<file path="src/rtl/btn_pkg.sv">
// Shared definitions for the push-button front end: FSM state encoding and
// default timing constants for the 66 MHz system clock.
package btn_pkg;

  typedef logic [1:0] btn_state_t;

  localparam btn_state_t RELEASED   = 2'd0;
  localparam btn_state_t PRESS_DB   = 2'd1;
  localparam btn_state_t PRESSED    = 2'd2;
  localparam btn_state_t RELEASE_DB = 2'd3;

  // 1 ms debounce and 1 s long-press at 66 MHz
  localparam int unsigned DEBOUNCE_CYCLES_DEF = 66000;
  localparam int unsigned LONG_CYCLES_DEF     = 66000000;

endpackage

</file>
<file path="src/rtl/sync_2ff.sv">
// Two-flop synchronizer for asynchronous pad inputs; both flops reset to
// RST_VAL so the first synchronized sample after reset is a known level.
module sync_2ff #(
  parameter logic RST_VAL = 1'b0
) (
  input  logic clk_i,
  input  logic rst_n_i,
  input  logic d_i,
  output logic q_o
);

  logic meta_q;
  logic sync_q;

  always_ff @(posedge clk_i or negedge rst_n_i) begin
    if (!rst_n_i) begin
      meta_q <= RST_VAL;
      sync_q <= RST_VAL;
    end else begin
      meta_q <= d_i;
      sync_q <= meta_q;
    end
  end

  assign q_o = sync_q;

endmodule

</file>
<file path="src/rtl/btn_ctrl.sv">
// Push-button conditioner: debounces a raw pad into a clean level and
// single-cycle press / release / long-press events.
//   state      | meaning
//   RELEASED   | stable released level, waiting for a press
//   PRESS_DB   | pressed seen, counting stable cycles before accepting
//   PRESSED    | press accepted, hold timer running
//   RELEASE_DB | released seen, counting stable cycles; hold timer still runs
module btn_ctrl
  import btn_pkg::*;
#(
  parameter int unsigned DEBOUNCE_CYCLES = DEBOUNCE_CYCLES_DEF,
  parameter int unsigned LONG_CYCLES     = LONG_CYCLES_DEF,
  parameter logic        ACTIVE_LOW      = 1'b1
) (
  input  logic in_clk,
  input  logic in_rst_n,
  input  logic in_btn,
  output logic out_level,
  output logic out_press,
  output logic out_release,
  output logic out_long
);

  localparam int unsigned DB_W   = (DEBOUNCE_CYCLES > 1) ? $clog2(DEBOUNCE_CYCLES) : 1;
  localparam int unsigned HOLD_W = (LONG_CYCLES > 1) ? $clog2(LONG_CYCLES) : 1;
  localparam logic [DB_W-1:0]   DB_LAST   = DB_W'(DEBOUNCE_CYCLES - 1);
  localparam logic [HOLD_W-1:0] HOLD_LAST = HOLD_W'(LONG_CYCLES - 1);

  if (DEBOUNCE_CYCLES < 2) begin : g_bad_debounce
    $error("btn_ctrl: DEBOUNCE_CYCLES must be >= 2");
  end
  if (LONG_CYCLES <= DEBOUNCE_CYCLES) begin : g_bad_long
    $error("btn_ctrl: LONG_CYCLES must be > DEBOUNCE_CYCLES");
  end

  logic sync_btn;
  logic b;

  btn_state_t        state_q, state_d;
  logic [DB_W-1:0]   db_cnt_q, db_cnt_d;
  logic [HOLD_W-1:0] hold_cnt_q, hold_cnt_d;
  logic              long_done_q, long_done_d;
  logic              level_q, level_d;
  logic              press_q, press_d;
  logic              release_q, release_d;
  logic              long_q, long_d;

  sync_2ff #(
    .RST_VAL(ACTIVE_LOW)
  ) u_sync (
    .clk_i  (in_clk),
    .rst_n_i(in_rst_n),
    .d_i    (in_btn),
    .q_o    (sync_btn)
  );

  assign b = ACTIVE_LOW ? ~sync_btn : sync_btn;

  always_ff @(posedge in_clk or negedge in_rst_n) begin
    if (!in_rst_n) begin
      state_q  <= RELEASED;
      db_cnt_q <= '0;
    end else begin
      state_q  <= state_d;
      db_cnt_q <= db_cnt_d;
    end
  end

  always_comb begin
    state_d  = state_q;
    db_cnt_d = db_cnt_q;
    case (state_q)
      RELEASED: begin
        if (b) begin
          state_d  = PRESS_DB;
          db_cnt_d = '0;
        end
      end
      PRESS_DB: begin
        if (!b) begin
          state_d = RELEASED;
        end else if (db_cnt_q == DB_LAST) begin
          state_d = PRESSED;
        end else begin
          db_cnt_d = db_cnt_q + 1'b1;
        end
      end
      PRESSED: begin
        if (!b) begin
          state_d  = RELEASE_DB;
          db_cnt_d = '0;
        end
      end
      RELEASE_DB: begin
        if (b) begin
          state_d = PRESSED;
        end else if (db_cnt_q == DB_LAST) begin
          state_d = RELEASED;
        end else begin
          db_cnt_d = db_cnt_q + 1'b1;
        end
      end
      default: begin
        state_d  = RELEASED;
        db_cnt_d = '0;
      end
    endcase
  end

  // Long-press fires on the edge the hold counter reaches its last value,
  // so it lands LONG_CYCLES-1 cycles after the press pulse.
  always_comb begin
    press_d     = (state_q == PRESS_DB) && (state_d == PRESSED);
    release_d   = (state_q == RELEASE_DB) && (state_d == RELEASED);
    level_d     = (state_d == PRESSED) || (state_d == RELEASE_DB);
    hold_cnt_d  = hold_cnt_q;
    long_done_d = long_done_q;
    long_d      = 1'b0;
    if (press_d) begin
      hold_cnt_d  = '0;
      long_done_d = 1'b0;
    end else if ((state_q == PRESSED) || (state_q == RELEASE_DB)) begin
      if (hold_cnt_q != HOLD_LAST) begin
        hold_cnt_d = hold_cnt_q + 1'b1;
      end
      if ((hold_cnt_d == HOLD_LAST) && !long_done_q) begin
        long_d      = 1'b1;
        long_done_d = 1'b1;
      end
    end
  end

  always_ff @(posedge in_clk or negedge in_rst_n) begin
    if (!in_rst_n) begin
      hold_cnt_q  <= '0;
      long_done_q <= 1'b0;
      level_q     <= 1'b0;
      press_q     <= 1'b0;
      release_q   <= 1'b0;
      long_q      <= 1'b0;
    end else begin
      hold_cnt_q  <= hold_cnt_d;
      long_done_q <= long_done_d;
      level_q     <= level_d;
      press_q     <= press_d;
      release_q   <= release_d;
      long_q      <= long_d;
    end
  end

  assign out_level   = level_q;
  assign out_press   = press_q;
  assign out_release = release_q;
  assign out_long    = long_q;

endmodule
</file>
<file path="config.mk">
export PLATFORM = sky130hd
export DESIGN_NAME = btn_ctrl
export DESIGN_NICKNAME = d
export VERILOG_FILES = /design/src/rtl/btn_pkg.sv /design/src/rtl/sync_2ff.sv /design/src/rtl/btn_ctrl.sv
export SDC_FILE = /design/constraint.sdc
export NUM_CORES = 1
export LEC_CHECK = 0
export CAP_MARGIN = 30
export CORE_MARGIN = 4
export CORE_UTILIZATION = 38
export DETAILED_ROUTE_END_ITERATION = 6
export HOLD_SLACK_MARGIN = 0.03
export PLACE_DENSITY = 0.6
export SYNTH_ARGS = -nofsm -noshare
export SYNTH_HDL_FRONTEND = slang
export SYNTH_SLANG_ARGS = --single-unit
</file>
<file path="constraint.sdc">
create_clock -name in_clk -period 3.2 [get_ports in_clk]
set_input_delay 0.64 -clock in_clk [delete_from_list [all_inputs] [get_ports in_clk]]
set_output_delay 0.64 -clock in_clk [all_outputs]
set_load 0.05 [all_outputs]
</file>
==> results.json, run 1 <==
{
  "final_nets": 376,
  "clock_skew_ns": 0.0141,
  "post_cts_resized": 0,
  "synth_top_area_share_pct": 37.3,
  "met2_usage_pct": 27.0,
  "drive_gt1_share_pct": 8.87,
  "timing.final.crit_period_ns": 2.73,
  "finalSetupViolCount": 0,
  "grt_pass1_wl_um": 13400,
  "cts_tree": "yes",
  "area_delta_synth_final_pct": 4.14,
  "ys_top_cells_by_area": "dfrtp_1 37%, nand2_1 5.9%, xnor2_1 5.0%",
  "row_count": 34,
  "synth-seq-cells": 52,
  "syn_area_per_cell_um2": 8.80,
  "h-tree-depth": 2,
  "antenna_found_initial": 0,
  "grt_pass1_vias": 2673,
  "globalRouteOverflowTotal": 0,
  "die-area_um2": 10400,
  "grt_start_max_net_pins": 34,
  "layout_commonest_cell": "nand2_1",
  "final_antenna_net_count": 0,
  "arrival_ns": 2.97,
  "ios": 7,
  "synth_area_um2": 3350,
  "drtPass1Iterations": 4,
  "syn-num-nets": 386,
  "via_per_inst": 5.79,
  "hpwl_um": 5560,
  "place_area_um2": 3400,
  "grt_usage_pct": 16.2,
  "yosysSeqAreaShare_pct": 38.9,
  "hold_buffers": 0,
  "drt_iter0_drc": 183,
  "drc": 0,
  "cts_root_buf": "clkbuf_8",
  "ys.flop_type": "dfrtp_1",
  "reg2reg_from": "hold_cnt_q[0]$_DFFE_PN0P_",
  "core_area_um2": 8640,
  "met1_usage_pct": 21.0,
  "slew_viol_final": 0,
  "status": "completed",
  "clk_pin_slew_ns": 0.11,
  "crit_start": "hold_cnt_q[0]$_DFFE_PN0P_",
  "leakagePower_nw": 1.38,
  "hold_violations": 0,
  "async_flop_share_pct": 100,
  "clock_latency_ns": 0.32,
  "maxSlewHeadroom_pct": 47.5,
  "syn_inst": 381,
  "die_width_um": 102,
  "routedWlPerCell_um": 16.2,
  "rsz0062_at_grt": "no",
  "yosys.cell_types.count": 63,
  "period_share_pct": 85.5,
  "holdCritPathClass": "in2async",
  "die_h_um": 102,
  "tns_ns": 0,
  "pwr_density_cell_nw_per_um2": 315,
  "vdd_ir_drop_max_mv": 0.131,
  "synth_edf_count": 0,
  "crit_path_start_kind": "register",
  "yosysWarnings": 0,
  "layout_common_cells": "53 x nand2_1, 50 x dfrtp_1, 26 x nor2_1, 23 x o21ai_0, 21 x nand3_1",
  "post_cts_buffers": 0,
  "tightest_slew_ns": 0.781,
  "start_util_pct": 38.8,
  "n_fill_cell": 865,
  "gp_congestion": 0.971,
  "gr-usage-met3_pct": 3.28,
  "synth_top_area_cell": "dfrtp_1",
  "top_usage_layer": "met2",
  "criticalPathCategory": "reg2reg",
  "diodes": 0,
  "route.vias.total": 2777,
  "worstPathRequired_ns": 3.44,
  "clock_path_buffers": 2,
  "cts_sinks": 52,
  "port-buffer-count": 6,
  "wl_um": 7760,
  "cts_made_buffers": 5,
  "cap_violations": 0,
  "finalInstanceArea_um2": 3490,
  "cp_max_fo": 10,
  "max_freq_ghz": 0.366,
  "endpoint_kind": "register"
}
## metal layers
layer,wire (µm),part of all wire [%]
met4,200,2.6
met3,348,4.5
met1,3490,45
met5,0,0
met2,3720,48
## cells by family (layout without fill, tap and decap cells)
logic type | count (synthesis) | count (layout) | synth area share, %
AO/OA/AOI/OAI | 75 | 75 | 15.2
XOR/XNOR | 30 | 30 | 7.83
adder cells (fa/ha/maj) | 2 | 2 | 0.746
buffers and inverters | 37 | 28 | 6.38
flip-flops | 52 | 52 | 38.9
multiplexers | 7 | 7 | 2.09
AND/OR/NAND/NOR | 178 | 178 | 28.9
## path summary, 6_finish.rpt
check / to / depth (start not counted) / slack [ns]
worst min register to register: u_sync.q_o$_DFF_PN1_ / 0 / 0.36
min in group in_clk: u_sync.q_o$_DFF_PN1_ / 0 / 0.36
worst min-delay path: db_cnt_q[2]$_DFFE_PN0P_ / 1 / 0.28
worst max register to register: long_done_q$_DFFE_PN0P_ / 7 / 0.47
max in group asynchronous: hold_cnt_q[9]$_DFFE_PN0P_ / 2 / 2.13
worst max-delay path: long_done_q$_DFFE_PN0P_ / 7 / 0.47
## per-stage QoR
step	std cells	hold WS [ns]	power (mW)	utilization (%)	worst slack [ns]
floorplan	381	0.344	0.696	-	0.892
global placement	472	0.347	0.717	39.4	0.662
detailed placement	472	0.348	0.718	39.4	0.520
CTS	480	0.294	1.12	40.5	0.479
global route	480	0.304	1.16	40.5	0.223
finish	480	0.279	1.10	40.5	0.465
## flip-flops by register name, summed over array words and instances, names as in the netlist
signal / cells
out_press: 1
long_done_q: 1
out_long: 1
out_level: 1
out_release: 1
db_cnt_q: 17
u_sync.q_o: 1
state_q: 2
hold_cnt_q: 26
u_sync.meta_q: 1
## power by group
part           internal (mW)  switching (mW)  total, mW
logic                0.00835          0.0234     0.0318
registers              0.664         0.00742      0.671
clock network          0.160           0.239      0.399
total                  0.832           0.270       1.10
## Yosys cell counts, types with 2 or more instances
cell type   n
nor3b_1     2
inv_1       8
clkbuf_8    2
ha_1        2
buf_4       6
buf_6       3
and2_1      4
clkbuf_1   10
o21a_1      3
o21ai_0    23
buf_2       5
a21boi_0    2
o31ai_1    12
or3_1       3
nor2_1     26
xor2_1     11
or4_1       5
dfrtp_1    50
and3_1     11
and4_1      4
xnor2_1    19
mux2i_1     7
dfstp_2     2
nand3b_1    3
nand2_1    53
nand4b_1    2
nand3_1    21
a21oi_1    13
a31o_2      7
nand4_1    13
nor4_1      8
nor3_1      5
nand2b_1    5
and2_2      2
## cell type report
| type | count | area, µm² | share of cell area (%) |
|---|---|---|---|
| Multi-Input combinational cell | 292 | 1840 | 52.6 |
| Clock inverter | 3 | 26.3 | 0.752 |
| Sequential cell | 52 | 1300 | 37.3 |
| Tap cell | 108 | 135 | 3.87 |
| Clock buffer | 5 | 68.8 | 1.97 |
| Inverter | 10 | 37.5 | 1.07 |
| Timing Repair Buffer | 10 | 85.1 | 2.44 |
## critical path, stage by stage (launching register included)
cell and delay, ns:
dfrtp_1 0.47, ha_1 0.41, nand4_1 0.36, nor4_1 0.64
nand4b_1 0.16, a221oi_1 0.31, o211ai_1 0.16, o21ai_1 0.16
(Power assumes the default switching activity.)
==> run 2: changes to the inputs <==
PLACE_DENSITY = 0.62   (was 0.6)
clock period = 2.4 ns   (was 3.2 ns; I/O delays follow)
==> results.json, run 2 (synthesized netlist as in run 1, its figures left out) <==
{
  "hpwl_um": 5990,
  "ios": 7,
  "clock_latency_ns": 0.32,
  "drtPass1Iterations": 4,
  "h-tree-depth": 2,
  "die-area_um2": 10400,
  "route.vias.total": 2860,
  "layout_commonest_cell": "nand2_1",
  "grt_usage_pct": 16.6,
  "reg_top3": "hold_cnt_q x26, db_cnt_q x17, state_q x2",
  "cts_root_buf": "clkbuf_8",
  "drt_iter0_drc": 134,
  "endpoint_kind": "register",
  "layout_common_cells": "52 x nand2_1, 50 x dfrtp_1, 35 x buf_4, 26 x nor2_1, 23 x o21ai_0",
  "multi_input_area_um2": 1840,
  "rsz0062_at_grt": "no",
  "period_share_pct": 93.9,
  "wl_um": 8090,
  "clock_skew_ns": 0.00592,
  "die_width_um": 102,
  "tightest_slew_ns": 0.695,
  "worstPathRequired_ns": 2.65,
  "criticalPathCategory": "reg2reg",
  "leakagePower_nw": 1.54,
  "status": "completed",
  "hold_buffers": 0,
  "tns_ns": 0,
  "row_count": 34,
  "clock_path_buffers": 2,
  "cap_violations": 0,
  "largest_reg_flops": 26,
  "start_util_pct": 38.8,
  "area_delta_synth_final_pct": 11.1,
  "diodes": 0,
  "routedWlPerCell_um": 15.8,
  "maxSlewHeadroom_pct": 53.4,
  "vdd_ir_drop_max_mv": 0.214,
  "grt_pass1_vias": 2779,
  "max_freq_ghz": 0.444,
  "grt_start_max_net_pins": 34,
  "holdCritPathClass": "in2async",
  "globalRouteOverflowTotal": 0,
  "slew_viol_final": 0,
  "final_nets": 407,
  "final.setup.worst_slack_ns": 0.146,
  "clk_pin_slew_ns": 0.10,
  "arrival_ns": 2.51,
  "grt_pass1_wl_um": 13700,
  "drc": 0,
  "via_per_inst": 5.60,
  "seq_area_um2": 1300,
  "hold_violations": 0,
  "port-buffer-count": 6,
  "cts_tree": "yes",
  "die_h_um": 102,
  "cts_sinks": 52,
  "core_area_um2": 8640,
  "gp_congestion": 0.965,
  "cts_made_buffers": 5,
  "antenna_found_initial": 0,
  "timing.final.crit_period_ns": 2.25,
  "cp_max_fo": 4,
  "pre_cts_ws_ns": 0.120,
  "regMostFlops": "hold_cnt_q",
  "crit_path_start_kind": "register",
  "pwr_density_cell_nw_per_um2": 398,
  "finalSetupViolCount": 0,
  "n_fill_cell": 875,
  "final_antenna_net_count": 0,
  "drive_gt1_share_pct": 16.1
}
[run 2: path summary, 6_finish.rpt]
path                                                start  slack [ns]  cells past startpoint                         end
min in group in_clk               u_sync.meta_q$_DFF_PN1_        0.37                      0        u_sync.q_o$_DFF_PN1_
max in group asynchronous                        in_rst_n        1.57                      2  hold_cnt_q[20]$_DFFE_PN0P_
worst min register to register    u_sync.meta_q$_DFF_PN1_        0.37                      0        u_sync.q_o$_DFF_PN1_
worst max-delay path            hold_cnt_q[0]$_DFFE_PN0P_        0.15                      7     long_done_q$_DFFE_PN0P_
worst min-delay path                             in_rst_n        0.19                      1     db_cnt_q[2]$_DFFE_PN0P_
worst max register to register  hold_cnt_q[0]$_DFFE_PN0P_        0.15                      7     long_done_q$_DFFE_PN0P_
[run 2: repair_timing]
action,4_1_cts,5_1_grt
buffers inserted,0,0
setup endpoints to repair,0,1
gates resized for setup,0,1
[run 2: final cells by class]
class | count | share of cell area [%]
clock buffer | 5 | 1.85
timing repair buffer | 41 | 8.53
multi-input combinational | 292 | 49.3
clock inverter | 3 | 0.671
tap | 108 | 3.63
inverter | 10 | 1.01
sequential | 52 | 35.0
[run 2: stage by stage]
stage / hold slack, ns / std cells / utilization [%] / area, µm² / power (mW)
after global routing: 0.240 / 511 / 43.2 / 3730 / 1.55
after global placement: 0.346 / 503 / 42.0 / 3630 / 0.961
final: 0.188 / 511 / 43.2 / 3730 / 1.48
after CTS: 0.216 / 511 / 43.1 / 3720 / 1.51
after floorplan: 0.184 / 381 / - / 3350 / 0.928
after detailed placement: 0.355 / 503 / 42.0 / 3630 / 0.962
[run 2: power breakdown]
part           switching (mW)  internal, mW  total (mW)
Clock                   0.328         0.213       0.541
Combinational          0.0320        0.0156      0.0476
Sequential            0.00973         0.885       0.895
[run 2: layer usage]
layer  wire (µm)  track usage [%]
met1        3630             21.7
met2        3990             28.1
met3         310             3.41
met4         169             4.84
met5           0                0
[run 2: critical path: stages, from the launching register on]
cell       delay, ns
dfrtp_1         0.37
ha_1            0.22
and4_1          0.29
nand3_4         0.09
or4_4           0.54
a2111oi_4       0.38
nand4_1         0.16
o21ai_1         0.13
